`src/rtl/writeback_arbiter.sv`:
```
// Writeback stage: drives the shared integer/float register-file write port from the
// in-order pipeline slot, filling idle cycles with buffered multi-cycle FPU completions.
module writeback_arbiter #(
  parameter int unsigned DEPTH = 4,
  parameter int unsigned XLEN  = 32
) (
  input  logic            clk,
  input  logic            reset,
  input  logic            wb_valid,
  input  logic            RegWrite,
  input  logic            RegWriteF,
  input  logic [4:0]      wb_rd,
  input  logic [1:0]      ResultSrc,
  input  logic [XLEN-1:0] ALUResult,
  input  logic [XLEN-1:0] ReadData,
  input  logic [XLEN-1:0] PCPlus4,
  input  logic [XLEN-1:0] FPUResult,
  input  logic            fpu_done,
  input  logic [4:0]      fpu_rd,
  input  logic            fpu_to_int,
  input  logic [XLEN-1:0] fpu_result,
  output logic            fpu_ready,
  output logic            fifo_empty,
  output logic            overflow,
  output logic [4:0]      WA,
  output logic [XLEN-1:0] WB,
  output logic            WE,
  output logic            WEF
);

  localparam int unsigned AW = (DEPTH > 1) ? $clog2(DEPTH) : 1;
  localparam int unsigned CW = AW + 1;

  typedef struct packed {
    logic [4:0]      rd;
    logic            to_int;
    logic [XLEN-1:0] data;
  } entry_t;

  entry_t          mem [DEPTH];
  entry_t          head;
  logic [AW-1:0]   wr_ptr;
  logic [AW-1:0]   rd_ptr;
  logic [CW-1:0]   count;
  logic [CW-1:0]   count_next;

  logic            slot_active;
  logic [XLEN-1:0] slot_data;
  logic            pop;
  logic            bypass;
  logic            push;
  logic            drop;
  logic [4:0]      wa_next;
  logic [XLEN-1:0] wb_next;
  logic            we_next;
  logic            wef_next;

  assign head = mem[rd_ptr];

  // x0 slot writes are treated as idle so a pending completion can use the port.
  assign slot_active = wb_valid & (RegWriteF | (RegWrite & (wb_rd != 5'd0)));

  always_comb begin
    slot_data = ALUResult;
    case (ResultSrc)
      2'b00:   slot_data = ALUResult;
      2'b01:   slot_data = ReadData;
      2'b10:   slot_data = PCPlus4;
      default: slot_data = FPUResult;
    endcase
  end

  // Port arbitration: pipeline slot, then FIFO head, then same-cycle bypass.
  always_comb begin
    wa_next  = WA;
    wb_next  = WB;
    we_next  = 1'b0;
    wef_next = 1'b0;
    pop      = 1'b0;
    bypass   = 1'b0;
    if (slot_active) begin
      wa_next  = wb_rd;
      wb_next  = slot_data;
      we_next  = RegWrite & ~RegWriteF & (wb_rd != 5'd0);
      wef_next = RegWriteF;
    end else if (!fifo_empty) begin
      pop      = 1'b1;
      wa_next  = head.rd;
      wb_next  = head.data;
      we_next  = head.to_int & (head.rd != 5'd0);
      wef_next = ~head.to_int;
    end else if (fpu_done) begin
      bypass   = 1'b1;
      wa_next  = fpu_rd;
      wb_next  = fpu_result;
      we_next  = fpu_to_int & (fpu_rd != 5'd0);
      wef_next = ~fpu_to_int;
    end
  end

  assign push = fpu_done & fpu_ready & ~bypass;
  assign drop = fpu_done & ~fpu_ready;

  always_comb begin
    count_next = count;
    case ({push, pop})
      2'b10:   count_next = count + CW'(1);
      2'b01:   count_next = count - CW'(1);
      default: count_next = count;
    endcase
  end

  // Pointers, count and status flags; status flags track the registered count.
  always_ff @(posedge clk) begin
    if (reset) begin
      wr_ptr     <= '0;
      rd_ptr     <= '0;
      count      <= '0;
      fpu_ready  <= 1'b1;
      fifo_empty <= 1'b1;
      overflow   <= 1'b0;
    end else begin
      if (push) wr_ptr <= wr_ptr + AW'(1);
      if (pop)  rd_ptr <= rd_ptr + AW'(1);
      count      <= count_next;
      fpu_ready  <= (count_next != CW'(DEPTH));
      fifo_empty <= (count_next == CW'(0));
      if (drop) overflow <= 1'b1;
    end
  end

  always_ff @(posedge clk) begin
    if (push) mem[wr_ptr] <= '{rd: fpu_rd, to_int: fpu_to_int, data: fpu_result};
  end

  always_ff @(posedge clk) begin
    if (reset) begin
      WA  <= '0;
      WB  <= '0;
      WE  <= 1'b0;
      WEF <= 1'b0;
    end else begin
      WA  <= wa_next;
      WB  <= wb_next;
      WE  <= we_next;
      WEF <= wef_next;
    end
  end

endmodule

```
`config.mk`:
```
export PLATFORM = sky130hd
export DESIGN_NAME = writeback_arbiter
export DESIGN_NICKNAME = d
export VERILOG_FILES = /design/src/rtl/writeback_arbiter.sv
export SDC_FILE = /design/constraint.sdc
export NUM_CORES = 1
export LEC_CHECK = 0
export CAP_MARGIN = 10
export CORE_MARGIN = 2
export CORE_UTILIZATION = 25
export CTS_BUF_LIST = sky130_fd_sc_hd__clkbuf_2 sky130_fd_sc_hd__clkbuf_4 sky130_fd_sc_hd__clkbuf_8
export CTS_CLUSTER_SIZE = 24
export DETAILED_ROUTE_END_ITERATION = 7
export GPL_TIMING_DRIVEN = 0
export PLACE_DENSITY = 0.6
export REMOVE_ABC_BUFFERS = 1
export SYNTH_ARGS = -nofsm -noshare
export SYNTH_HDL_FRONTEND = slang
export SYNTH_SLANG_ARGS = --single-unit
```
`constraint.sdc`:
```
create_clock -name clk -period 3.02 [get_ports clk]
set_input_delay 0.604 -clock clk [delete_from_list [all_inputs] [get_ports clk]]
set_output_delay 0.604 -clock clk [all_outputs]
set_load 0.01 [all_outputs]
```
==> impl_metrics.env <==
export IMPL_outcome="completed"
export IMPL_cp_start_kind="primary input"
export IMPL_synth_edff_count=152
export IMPL_clk_latency_ns=0.53
export IMPL_dieArea_um2=36980
export IMPL_row_count=68
export IMPL_ys_flop_type="edfxtp_1"
export IMPL_grt_usage=0.1328
export IMPL_netlist_area_um2=8864
export IMPL_rsz0062_at_grt="no"
export IMPL_synthDominantCellAreaShare=0.5150
export IMPL_final_util=0.3620
export IMPL_p_per_area_nw_per_um2=658.3
export IMPL_fin_worst_skew_ns=0.03167
export IMPL_wire_per_inst_um=19.46
export IMPL_max_cap_violations=0
export IMPL_synth_largest_area_cell="edfxtp_1"
export IMPL_path_class="in -> reg"
export IMPL_via_per_inst=4.591
export IMPL_final_cells=1309
export IMPL_crit_path_end_kind="register"
export IMPL_die_y_um=192.3
export IMPL_placed_cell_area_um2=11710
export IMPL_vias=6010
export IMPL_synth_area_leaders="edfxtp_1, mux4_2, dfxtp_1"
export IMPL_grt_pass1_vias=6312
export IMPL_cts_root_buffer="clkbuf_8"
export IMPL_h_tree_depth=2
export IMPL_dpl_hpwl_um=16800
export IMPL_drive_gt1_frac=0.1981
export IMPL_antenna_found_initial=2
export IMPL_whs_ns=0.4820
export IMPL_fp_dieW_um=192.3
export IMPL_fin_area_um2=12570
export IMPL_dr_pass1_iters=4
export IMPL_required_ns=3.43
export IMPL_ant_nets=0
export IMPL_worstHoldStart="overflow"
export IMPL_start_util=0.2553
export IMPL_grt_max_degree=81
export IMPL_r2r_setup_slack_ns=0.49
export IMPL_synthCells=592
export IMPL_worstMarginPinSlew_ns=0.8766
export IMPL_slew_headroom=0.4156
export IMPL_cts_sinks=203
export IMPL_drt_wl_total_um=25470
export IMPL_cp_max_fo=13
export IMPL_grt_overflow=0
export IMPL_syn_area_per_cell_um2=14.97
export IMPL_setup_violations=0
export IMPL_synthDistinctLibCells=34
export IMPL_grt_pass1_wl_um=36730
export IMPL_period_minus_slack_ns=2.929
export IMPL_cts_buffers=37
export IMPL_fp_coreArea_um2=34710
export IMPL_async_reset_ff_frac=0
export IMPL_crit_reg2reg_launch="fifo_empty"
export IMPL_period_share=0.9697
export IMPL_drt_iter0_drc=241
export IMPL_p_leak_uw=0.004153
export IMPL_clk_pin_slew_worst_paths_ns=0.06
export IMPL_yosysWarnings=0
export IMPL_syn_to_final_growth_pct=41.78
export IMPL_port_buffers=220
export IMPL_hp_class="reg -> reg"
export IMPL_hold_viol=0
export IMPL_report_final_slew_viol_count=0
export IMPL_ios=221
export IMPL_nets=1009
export IMPL_gp_congestion=0.6842
export IMPL_startpoint="wb_rd[4]"
export IMPL_worstPathArrival_ns=3.34
export IMPL_ys_seq_elements=203
export IMPL_dpl_cell_count=1235
export IMPL_cts_buffer_depth=3
export IMPL_drc=0
export IMPL_vdd_drop_max_uv=295.4
export IMPL_ys_seq_area_frac=0.6302
export IMPL_finalPower_uw=8273
export IMPL_clock_fmax_mhz=341.5
export IMPL_cts_tree="yes"
-- worst max-delay path: stages --
cell	delay (ns)
clkdlybuf4s50_1	0.55
nor3_4	0.33
a21oi_4	0.21
nor2_2	0.23
ha_1	0.21
inv_1	0.06
fa_1	0.37
xor2_1	0.16
or3_1	0.30
a21oi_1	0.23
nand2_1	0.07
-- metrics by stage --
| step | setup WS, ns | TNS [ns] |
|---|---|---|
| after CTS | 0.06418 | 0 |
| after floorplan | -2.227 | -61.49 |
| final | 0.09142 | 0 |
| after global placement | -5.531 | -607.04 |
| after detailed placement | -0.9580 | -37.21 |
| after global routing | 0.01011 | 0 |
-- cell usage in the layout (no fill, tap or decap), types with 10 or more instances in the layout --
cell type,Yosys,routed
dfxtp_1,51,48
edfxtp_1,152,152
nor3_1,26,24
mux4_2,70,70
a221oi_1,15,15
o21ai_0,12,12
nand3b_1,22,22
clkdlybuf4s50_1,0,216
nand3_1,15,15
clkbuf_8,0,38
a21oi_1,44,42
buf_12,0,11
nand2b_1,14,14
clkbuf_4,0,15
nor2_1,75,74
o21ai_1,11,10
-- area by class of cell --
cell class / count / area (um2)
Tap cell: 455 / 569.3
Timing Repair Buffer: 236 / 2484
Inverter: 7 / 26.28
Clock buffer: 53 / 635.6
Fill cell: 3364 / 22150
Clock inverter: 15 / 128.9
Sequential cell: 203 / 5594
Antenna cell: 1 / 2.502
Multi-Input combinational cell: 339 / 3127
-- worst paths after layout --
kind | end | depth (start not counted)
setup reg to reg | fpu_ready | 9
setup / recovery | fpu_ready | 11
hold reg to reg | overflow | 2
hold / removal | overflow | 2
-- synth_stat cells (12+ instances only) --
library cell  instances
o21ai_0              12
dfxtp_1              51
a221oi_1             15
nor3_1               26
a21oi_1              44
clkbuf_1             28
nand3_1              15
edfxtp_1            152
nand2b_1             14
nor2_1               75
nand3b_1             22
mux4_2               70
-- per-layer routing --
metal / up-vias / part of all wire / GRT usage
met5: - / 0.00051 / 0
met4: 2 / 0.015 / 0.03112
met3: 33 / 0.070 / 0.03692
met2: 199 / 0.50 / 0.2281
met1: 2979 / 0.42 / 0.1657
li1: 2797 / - / -
-- state kept, by name, summed over array words and instances, names as in the netlist, named ones only --
register    flops
WA              5
WB             32
WE              1
WEF             1
count           2
fifo_empty      1
fpu_ready       1
mem           152
overflow        1
rd_ptr          2
wr_ptr          2
-- kinds of logic (layout without fill, tap and decap cells) --
kind of cell               Yosys count  count (layout)  share of synthesized area
AOI/OAI and AO/OA                   89              90                    0.05873
xor gates and xnor gates             5               5                   0.004942
adders and majority gates            6               6                   0.009317
buffers and inverters               51             311                    0.02442
DFF                                203             203                     0.6302
muxes                               71              71                     0.1790
other                                0               1                          0
and+or+nand+nor                    167             167                    0.09345
-- what timing repair did --
action	CTS	global route
resized for setup	4	4
setup buffers	0	3
hold buffers	0	0
endpoints found under the setup margin	17	3
cloned	0	1
pin swaps	0	2
-- report_power, final --
group	internal, uW	leakage [uW]	total [uW]	switching [uW]
Combinational	1090	0.00194	1960	870
Clock	1540	0.000407	2680	1140
Sequential	3320	0.00181	3640	312
Total	5950	0.00415	8270	2320
Note: power is estimated with default switching activity, not from simulation.
